[config.mk]
export PLATFORM = sky130hd
export DESIGN_NAME = vga_timing_gen
export DESIGN_NICKNAME = d
export VERILOG_FILES = /design/src/rtl/vga_timing_gen.sv
export SDC_FILE = /design/constraint.sdc
export NUM_CORES = 1
export LEC_CHECK = 0
export CORE_MARGIN = 1.5
export CORE_UTILIZATION = 50
export DETAILED_ROUTE_END_ITERATION = 16
export PLACE_DENSITY = 0.79
export SYNTH_ARGS = -nofsm -noshare
export SYNTH_HDL_FRONTEND = slang
export SYNTH_SLANG_ARGS = --single-unit
[constraint.sdc]
create_clock -name Master_Clock_In -period 2.5 [get_ports Master_Clock_In]
set_input_delay 0.625 -clock Master_Clock_In [delete_from_list [all_inputs] [get_ports Master_Clock_In]]
set_output_delay 0.625 -clock Master_Clock_In [all_outputs]
set_load 0.1 [all_outputs]
[src/rtl/vga_timing_gen.sv]
// VGA raster timing generator: single clock domain with an internal pixel-tick enable.
// Presents (h,v) decode on registered sync/enable/value outputs plus line/frame strobes.
module vga_timing_gen #(
  parameter int unsigned CLK_DIV  = 4,
  parameter int unsigned H_ACTIVE = 640,
  parameter int unsigned H_FP     = 16,
  parameter int unsigned H_SYNC   = 96,
  parameter int unsigned H_BP     = 48,
  parameter int unsigned V_ACTIVE = 480,
  parameter int unsigned V_FP     = 10,
  parameter int unsigned V_SYNC   = 2,
  parameter int unsigned V_BP     = 33,
  parameter bit          H_POL    = 1'b0,
  parameter bit          V_POL    = 1'b0,
  parameter int unsigned CNT_W    = 10,
  parameter int unsigned FRAME_W  = 8
) (
  input  logic               Master_Clock_In,
  input  logic               Reset_N_In,
  output logic               Pix_Tick_Out,
  output logic               Sync_Horiz_Out,
  output logic               Sync_Vert_Out,
  output logic               Disp_Ena_Out,
  output logic [CNT_W-1:0]   Val_Col_Out,
  output logic [CNT_W-1:0]   Val_Row_Out,
  output logic               Line_Start_Out,
  output logic               Frame_Start_Out,
  output logic [FRAME_W-1:0] Frame_Count_Out
);

  localparam int unsigned H_TOTAL = H_ACTIVE + H_FP + H_SYNC + H_BP;
  localparam int unsigned V_TOTAL = V_ACTIVE + V_FP + V_SYNC + V_BP;
  localparam int unsigned DIV_W   = (CLK_DIV > 1) ? $clog2(CLK_DIV) : 1;

  localparam logic [DIV_W-1:0] DIV_LAST = DIV_W'(CLK_DIV - 1);
  localparam logic [CNT_W-1:0] H_LAST   = CNT_W'(H_TOTAL - 1);
  localparam logic [CNT_W-1:0] V_LAST   = CNT_W'(V_TOTAL - 1);
  localparam logic [CNT_W-1:0] H_VIS    = CNT_W'(H_ACTIVE);
  localparam logic [CNT_W-1:0] V_VIS    = CNT_W'(V_ACTIVE);
  localparam logic [CNT_W-1:0] H_SS     = CNT_W'(H_ACTIVE + H_FP);
  localparam logic [CNT_W-1:0] H_SE     = CNT_W'(H_ACTIVE + H_FP + H_SYNC);
  localparam logic [CNT_W-1:0] V_SS     = CNT_W'(V_ACTIVE + V_FP);
  localparam logic [CNT_W-1:0] V_SE     = CNT_W'(V_ACTIVE + V_FP + V_SYNC);

  logic [DIV_W-1:0]   div_q, div_d;
  logic [CNT_W-1:0]   h_q, h_d, v_q, v_d;
  logic [CNT_W-1:0]   col_q, col_d, row_q, row_d;
  logic               de_q, de_d, hs_q, hs_d, vs_q, vs_d;
  logic               ls_q, ls_d, fs_q, fs_d;
  logic [FRAME_W-1:0] fc_q, fc_d;
  logic               first_q, first_d;
  logic               tick, visible, h_act, v_act, at_origin;

  always_comb begin
    tick      = (div_q == DIV_LAST);
    visible   = (h_q < H_VIS) && (v_q < V_VIS);
    h_act     = (h_q >= H_SS) && (h_q < H_SE);
    v_act     = (v_q >= V_SS) && (v_q < V_SE);
    at_origin = (h_q == '0) && (v_q == '0);

    div_d   = tick ? '0 : div_q + DIV_W'(1);
    h_d     = h_q;
    v_d     = v_q;
    de_d    = de_q;
    col_d   = col_q;
    row_d   = row_q;
    hs_d    = hs_q;
    vs_d    = vs_q;
    ls_d    = 1'b0;
    fs_d    = 1'b0;
    fc_d    = fc_q;
    first_d = first_q;

    if (tick) begin
      de_d  = visible;
      col_d = visible ? h_q : '0;
      row_d = visible ? v_q : '0;
      hs_d  = h_act ? H_POL : ~H_POL;
      vs_d  = v_act ? V_POL : ~V_POL;
      ls_d  = (h_q == '0);
      fs_d  = at_origin;
      // The first origin after reset starts frame 0 rather than completing one.
      if (at_origin) begin
        if (first_q) begin
          first_d = 1'b0;
        end else begin
          fc_d = fc_q + FRAME_W'(1);
        end
      end
      if (h_q == H_LAST) begin
        h_d = '0;
        v_d = (v_q == V_LAST) ? '0 : v_q + CNT_W'(1);
      end else begin
        h_d = h_q + CNT_W'(1);
      end
    end
  end

  always_ff @(posedge Master_Clock_In) begin
    if (!Reset_N_In) begin
      div_q   <= '0;
      h_q     <= '0;
      v_q     <= '0;
      de_q    <= 1'b0;
      col_q   <= '0;
      row_q   <= '0;
      hs_q    <= ~H_POL;
      vs_q    <= ~V_POL;
      ls_q    <= 1'b0;
      fs_q    <= 1'b0;
      fc_q    <= '0;
      first_q <= 1'b1;
    end else begin
      div_q   <= div_d;
      h_q     <= h_d;
      v_q     <= v_d;
      de_q    <= de_d;
      col_q   <= col_d;
      row_q   <= row_d;
      hs_q    <= hs_d;
      vs_q    <= vs_d;
      ls_q    <= ls_d;
      fs_q    <= fs_d;
      fc_q    <= fc_d;
      first_q <= first_d;
    end
  end

  assign Pix_Tick_Out    = tick;
  assign Sync_Horiz_Out  = hs_q;
  assign Sync_Vert_Out   = vs_q;
  assign Disp_Ena_Out    = de_q;
  assign Val_Col_Out     = col_q;
  assign Val_Row_Out     = row_q;
  assign Line_Start_Out  = ls_q;
  assign Frame_Start_Out = fs_q;
  assign Frame_Count_Out = fc_q;

endmodule

==> Word level (Yosys, flattened, before mapping) <==
Cells that the tools add are included.
{ "totals": {"output_inout_bits": 34, "regBits": 56} }
{ "classes": {"n_reduce_logical": 11, "order_cmp": 6, "eq_ne": 3, "add_sub_neg": 4, "n_bitwise": 2, "muxes": 6} }
{ "op_table": {"columns": ["cell", "count"], "rows": [
  ["$mux W10", 4],
  ["$add A10 B1 Y10 const B", 2],
  ["$eq A10 B10 Y1 const B", 2],
  ["$logic_not A10 Y1", 2],
  ["$lt A10 B10 Y1 const B", 2],
  ["$lt A10 B9 Y1 const B", 2],
  ["$ge A10 B10 Y1 const B", 1],
  ["$ge A10 B9 Y1 const B", 1],
  ["$add A8 B1 Y8 const B", 1],
  ["$reduce_and A2 Y1", 3],
  ["$logic_and A1 B1 Y1", 4],
  ["$reduce_and A3 Y1", 1],
  ["$add A2 B1 Y2 const B", 1],
  ["$eq A2 B2 Y1 const B", 1],
  ["$mux W1", 2],
  ["$not A1 Y1", 2],
  ["$reduce_or A2 Y1", 1]
]} }

==> Depth between registers and ports, before layout <==
Gate-level depths: netlist of run 1.
{ "logic_depth": {"depth_word": 3, "ltp_mapped": 7} }

==> Worst setup path before layout of run 1 <==
No wires, ideal clock.
{ "synth_timing": {"kind": "flip-flop to flip-flop", "from": "register div_q[0]", "to": "register v_q[4]", "period_less_slack_ps": 2670, "setup_ps": 70, "slack_ps": -170, "stages_incl_launch_ff": 7, "path_buffers": 2, "arrival_ps": 2600, "cell_sequence": "dfxtp_1 -> ha_1 -> buf_2 -> or4b_1 -> buf_2 -> or4_1 -> a21oi_1"} }
{ "synth_between": {"elab_chain_len": 2} }
{ "synth_rtl": {"columns": ["item", "line_no", "text"], "rows": [
  ["start, declared", "45", "logic [DIV_W-1:0] div_q, div_d;"],
  ["start signal, assigned", "114", "div_q <= div_d;"],
  ["$eq A2 B2 Y1", "55", "tick = (div_q == DIV_LAST);"],
  ["named net Pix_Tick_Out", "20", "output logic Pix_Tick_Out,"],
  ["$reduce_and A2 Y1 (no line)", null, null],
  ["end signal, assigned", "116", "v_q <= v_d;"],
  ["end, declared", "46", "logic [CNT_W-1:0] h_q, h_d, v_q, v_d;"]
]} }
The timed path passes the listed nets, and every way through them passes these cells.
A chain may end at the register's enable or synchronous reset.

==> Final worst setup path of run 1 <==
{ "layout_timing": {"from": "register h_q[1]", "to": "register v_q[4]"} }
{ "layout_between": {"elab_chain_len": 2} }
{ "layout_rtl": {"columns": ["item", "line_no", "text"], "rows": [
  ["start, declared", "46", null],
  ["start signal, assigned", "102", "h_q <= '0;"],
  ["start signal, assigned", "115", "h_q <= h_d;"],
  ["$eq A10 B10 Y1", "90", "if (h_q == H_LAST) begin"],
  ["$reduce_and A2 Y1 (no line)", null, null]
]} }
No other way between the ends.

==> results of run 1 <==
[stage by stage]
stage | util | power (mW)
5_1_grt | 0.606 | 1.57
6_report | 0.606 | 1.52
3_5_place_dp | 0.587 | 1.04
3_3_place_gp | 0.587 | 1.04
4_1_cts | 0.606 | 1.53
2_1_floorplan | - | 1.01
[worst register-to-register path, cell delays in order, from the launching register on]
cell	delay, ns
dfxtp_1	0.40
ha_1	0.23
nand4_2	0.15
or4b_1	0.66
or4_1	0.54
a21oi_1	0.14
[cell families (layout without fill, tap and decap cells)]
group           after synthesis  in the layout  synth area share
xor+xnor                      8              8            0.0288
fa+ha+maj                     6              6            0.0308
flops                        56             56             0.460
compound gates               49             49             0.155
simple gates                107            107             0.249
buf+inv                      27             59            0.0514
mux                           6              6            0.0247
[per-layer routing]
layer	vias up	part of all wire	GRT usage
met5	-	0	0
met4	0	0.011	0.0985
met3	4	0.041	0.0318
met2	59	0.47	0.317
met1	917	0.48	0.259
li1	997	-	-
[state kept, by name, indices dropped and copies added (netlist names), 2 cells and up]
signal           flops
v_q                 10
Val_Col_Out         10
div_q                2
h_q                 10
Frame_Count_Out      8
Val_Row_Out         10
[report_power, final]
group / internal, mW / switching, mW
clock: 0.200 / 0.296
sequential: 0.902 / 0.00536
combinational: 0.0328 / 0.0801
[cell type report]
cell class                 instances  area, sq um  area share
tap                               67         83.8      0.0293
timing repair buffer              42          343       0.120
sequential                        56         1120       0.392
multi-input combinational        176         1190       0.417
clock buffer                       6         72.6      0.0253
clock inverter                     2         16.3     0.00568
inverter                           9         33.8      0.0118
[Yosys cell counts (all sizes together) (2+ instances only)]
cell type | n | share of area
and3 | 3 | 0.0082
nor2 | 15 | 0.023
nor3 | 8 | 0.016
and4 | 3 | 0.011
o41ai | 3 | 0.011
mux2i | 6 | 0.025
o311ai | 2 | 0.0072
xnor2 | 3 | 0.011
inv | 9 | 0.014
nand3 | 14 | 0.029
nand4 | 6 | 0.018
buf | 7 | 0.020
nor4b | 3 | 0.013
nor4 | 6 | 0.015
o21ai | 3 | 0.0062
nand2 | 20 | 0.031
ha | 6 | 0.031
xor2 | 5 | 0.018
nand2b | 11 | 0.028
and2 | 3 | 0.0077
o211a | 3 | 0.012
a21oi | 10 | 0.021
a22o | 18 | 0.065
dfxtp | 56 | 0.46
or4 | 3 | 0.0092
nand3b | 2 | 0.0062
clkbuf | 11 | 0.017
or2 | 2 | 0.0051
o31ai | 3 | 0.0092
nor2b | 3 | 0.0077
[final timing paths]
| path | startpoint | end | slack (ns) | depth (start not counted) |
|---|---|---|---|---|
| max | h_q[1] | v_q[4] | 0.33 | 5 |
| min | div_q[0] | div_q[0] | 0.43 | 1 |
| max reg2reg | h_q[1] | v_q[4] | 0.33 | 5 |
| min reg2reg | div_q[0] | div_q[0] | 0.43 | 1 |
==> impl_metrics.yaml, run 1 <==
floorplanning:
  fp.dieW_um: 72.8
  io_pins: 36
  row_count: 25
  start_util: 0.516
  die_y_um: 72.8
  die_area_sq_um: 5300
  coreArea_sq_um: 4720
global_routing:
  antenna_found_initial: 0
  grt_pass1_wl_mm: 8.23
  grt_overflow: 0
  grt_util_all_layers: 0.198
  grt_pass1_vias: 1792
  grt_max_degree: 22
finish:
  nets: 298
  layout_common_cells: "dfxtp_1 (56), buf_4 (39), nand2_1 (20)"
  instances_no_fill: 358
  syn_to_final_growth_pct: 17.5
  final_common_cell: "dfxtp_1"
  diodes: 0
  fillCellCount: 412
  final_area_sq_um: 2860
  drive_gt1_frac: 0.192
clock_network:
  h-tree-depth: 2
  cts_resized: 0
  cts_tree: "yes"
  cts_sinks: 56
  clk_latency_ns: 0.31
  cts_root_buf: "clkbuf_8"
  post_cts_buffers: 0
  cts_made_buffers: 5
  cts_buffer_depth: 2
  hold_buffers: 0
  clk_pin_slew_ns: 0.10
sta:
  setup_tns_ns: 0
  tightestPinTransition_ns: 0.436
  setup_violations: 0
  min_period_ns: 2.17
  post-route-period-util: 0.869
  setup_ws_ns: 0.328
  slew_headroom: 0.708
  rsz0062_at_grt: "no"
  clock.fmax_mhz: 460
  hold_slack_ns: 0.435
  clock-skew-final_ns: 0.0141
  finalHoldViolCount: 0
  slew_viol_final: 0
min_path:
  hp-class: "flop to flop"
worst_setup_path:
  slowest_delay_ns: 0.66
  worstPathArrival_ns: 2.43
  required_ns: 2.76
  critPathLaunchType: "flop"
  worst_path_max_delay_cell: "or4b_1"
  critPathMaxFanout: 7
  critPathCaptureType: "flop"
  path_class: "flop to flop"
  path_cells: "ha_1 -> nand4_2 -> or4b_1 -> or4_1 -> a21oi_1"
  path_delay_family: "simple AND/OR/NAND/NOR gates"
  worst-path-buf-inv: 0
yosys:
  synth-warning-count: 0
  netlist_area_sq_um: 2440
  postSynthRegisterBits: 56
  syn_nets: 267
  seq_area_frac_synth: 0.460
  ys.flop_type: "dfxtp_1"
  netlist-cell-type-count: 49
  syn_area_per_cell_sq_um: 9.41
  async_flop_share: 0
  synth_edf_count: 0
  syn_inst: 259
routing:
  drt_wl_total_mm: 4.90
  drt_first_pass_iters: 4
  num_vias: 1977
  wl_per_cell_um: 13.7
  drc: 0
  ant_nets: 0
  vias_per_cell: 5.52
  drt_iter0_drc: 159
placement:
  dpl.cell_count: 350
  place_congestion: 0.840
  io_buffers: 35
  hpwl_mm: 3.49
  post-place-ws_ns: 0.361
  place_area_sq_um: 2770
pwr:
  p_leak_nw: 1.15
  p_per_area_nw_per_um2: 530
  ir_drop_mv: 0.276
run_status:
  status: "complete, no violations"
job:
  drv_cap: 0
(Power assumes the default switching activity.)
==> run 2, diff against run 1 <==
--- a/config.mk
+++ b/config.mk
@@ -6,9 +6,9 @@
 export NUM_CORES = 1
 export LEC_CHECK = 0
 export CORE_MARGIN = 1.5
-export CORE_UTILIZATION = 50
+export CORE_UTILIZATION = 53
 export DETAILED_ROUTE_END_ITERATION = 16
-export PLACE_DENSITY = 0.79
+export PLACE_DENSITY = 0.83
 export SYNTH_ARGS = -nofsm -noshare
 export SYNTH_HDL_FRONTEND = slang
 export SYNTH_SLANG_ARGS = --single-unit
==> run 2 against run 1 <==
Compared with the run above: worst hold slack better by 0.0079 ns; largest power group unchanged; worst setup slack worse by 0.039 ns; maximum frequency is 1.8% lower; clock skew is 0.010 ns lower; wire length is 1.1% lower; highest routed layer unchanged; critical endpoint unchanged; flip-flop and latch count stayed put; critical path depth stayed put; cell count is 3.9% lower; cell area is 0.66% lower; sequential power hardly changed.
==> impl_metrics.yaml, run 2 (synthesis gave the netlist of run 1 again) <==
clock_network:
  cts_resized: 0
  h-tree-depth: 2
  clk_latency_ns: 0.31
  post_cts_buffers: 0
  cts_sinks: 56
  cts_made_buffers: 5
  cts_tree: "yes"
  cts_buffer_depth: 2
  clk_pin_slew_ns: 0.09
  cts_root_buf: "clkbuf_8"
  hold_buffers: 0
floorplanning:
  fp.dieW_um: 70.8
  die_y_um: 70.8
  die_area_sq_um: 5010
  coreArea_sq_um: 4380
  row_count: 24
  start_util: 0.556
  io_pins: 36
sta:
  clock.fmax_mhz: 452
  clock-skew-final_ns: 0.00372
  hold_slack_ns: 0.443
  min_period_ns: 2.21
  slew_viol_final: 0
  setup_tns_ns: 0
  tightestPinTransition_ns: 0.491
  post-route-period-util: 0.885
  finalHoldViolCount: 0
  setup_violations: 0
  rsz0062_at_grt: "no"
  setup_ws_ns: 0.289
  slew_headroom: 0.670
worst_setup_path:
  worstPathArrival_ns: 2.46
  path_cells: "ha_1 -> nand4_2 -> or4b_1 -> or4_1 -> a21oi_1"
  required_ns: 2.75
  slowest_delay_ns: 0.67
  critPathLaunchType: "flop"
  worst_path_max_delay_cell: "or4b_1"
  critPathMaxFanout: 7
  worst-path-buf-inv: 0
  critPathCaptureType: "flop"
  path_delay_family: "simple AND/OR/NAND/NOR gates"
  path_class: "flop to flop"
pwr:
  p_per_area_nw_per_um2: 536
  p_total_mw: 1.52
  ir_drop_mv: 0.281
  p_leak_nw: 1.16
global_routing:
  grt_pass1_vias: 1879
  grt_pass1_wl_mm: 8.63
  grt_util_all_layers: 0.211
  grt_max_degree: 22
  grt_overflow: 0
  antenna_found_initial: 0
placement:
  place_area_sq_um: 2750
  hpwl_mm: 3.38
  post-place-ws_ns: 0.335
  dpl.cell_count: 336
  place_congestion: 0.893
  io_buffers: 35
finish:
  layout_common_cells: "dfxtp_1 (56), buf_4 (41), nand2_1 (20)"
  instances_no_fill: 344
  drive_gt1_frac: 0.195
  final_common_cell: "dfxtp_1"
  nets: 299
  final_area_sq_um: 2840
  post-route-util: 0.649
  diodes: 0
  syn_to_final_growth_pct: 16.7
routing:
  drt_iter0_drc: 212
  wl_per_cell_um: 14.1
  drc: 0
  ant_nets: 0
  drt_wl_total_mm: 4.84
  drt_first_pass_iters: 5
  num_vias: 2014
  vias_per_cell: 5.85
run_status:
  status: "complete, no violations"
job:
  drv_cap: 0
min_path:
  hp-class: "flop to flop"
-- run 2: cell types whose count changed in the layout (fill, tap and decap cells not counted), sizes merged --
cell | previous run | this run
buf | 41 | 42
clkbuf | 6 | 7
clkinv | 1 | 0
-- run 2: report_power, final --
| group | internal, mW | switching, mW | leakage (nW) | total [mW] |
|---|---|---|---|---|
| Clock | 0.225 | 0.279 | 0.0445 | 0.505 |
| Combinational | 0.0321 | 0.0809 | 0.659 | 0.113 |
| Sequential | 0.902 | 0.00567 | 0.452 | 0.907 |
| Total | 1.16 | 0.366 | 1.16 | 1.52 |
-- run 2: layer usage --
metal,vias up,part of all wire,track usage
met4,0,0.015,0.0797
li1,1004,-,-
met2,57,0.46,0.326
met3,7,0.053,0.0527
met1,946,0.47,0.286
met5,-,0,0
-- run 2: path summary, 6_finish.rpt --
kind,start,to,slack (ns),cells after the start
worst max-delay path,h_q[0],v_q[4],0.29,5
worst min-delay path,div_q[0],div_q[0],0.44,1
worst max register to register,h_q[0],v_q[4],0.29,5
worst min register to register,div_q[0],div_q[0],0.44,1
-- run 2: final cells by class --
class                           count  area, sq um
Clock buffer                        7         86.3
Clock inverter                      1         7.51
Fill cell                         359         1540
Inverter                            9         33.8
Multi-Input combinational cell    176         1190
Sequential cell                    56         1120
Tap cell                           52         65.1
Timing Repair Buffer               43          338
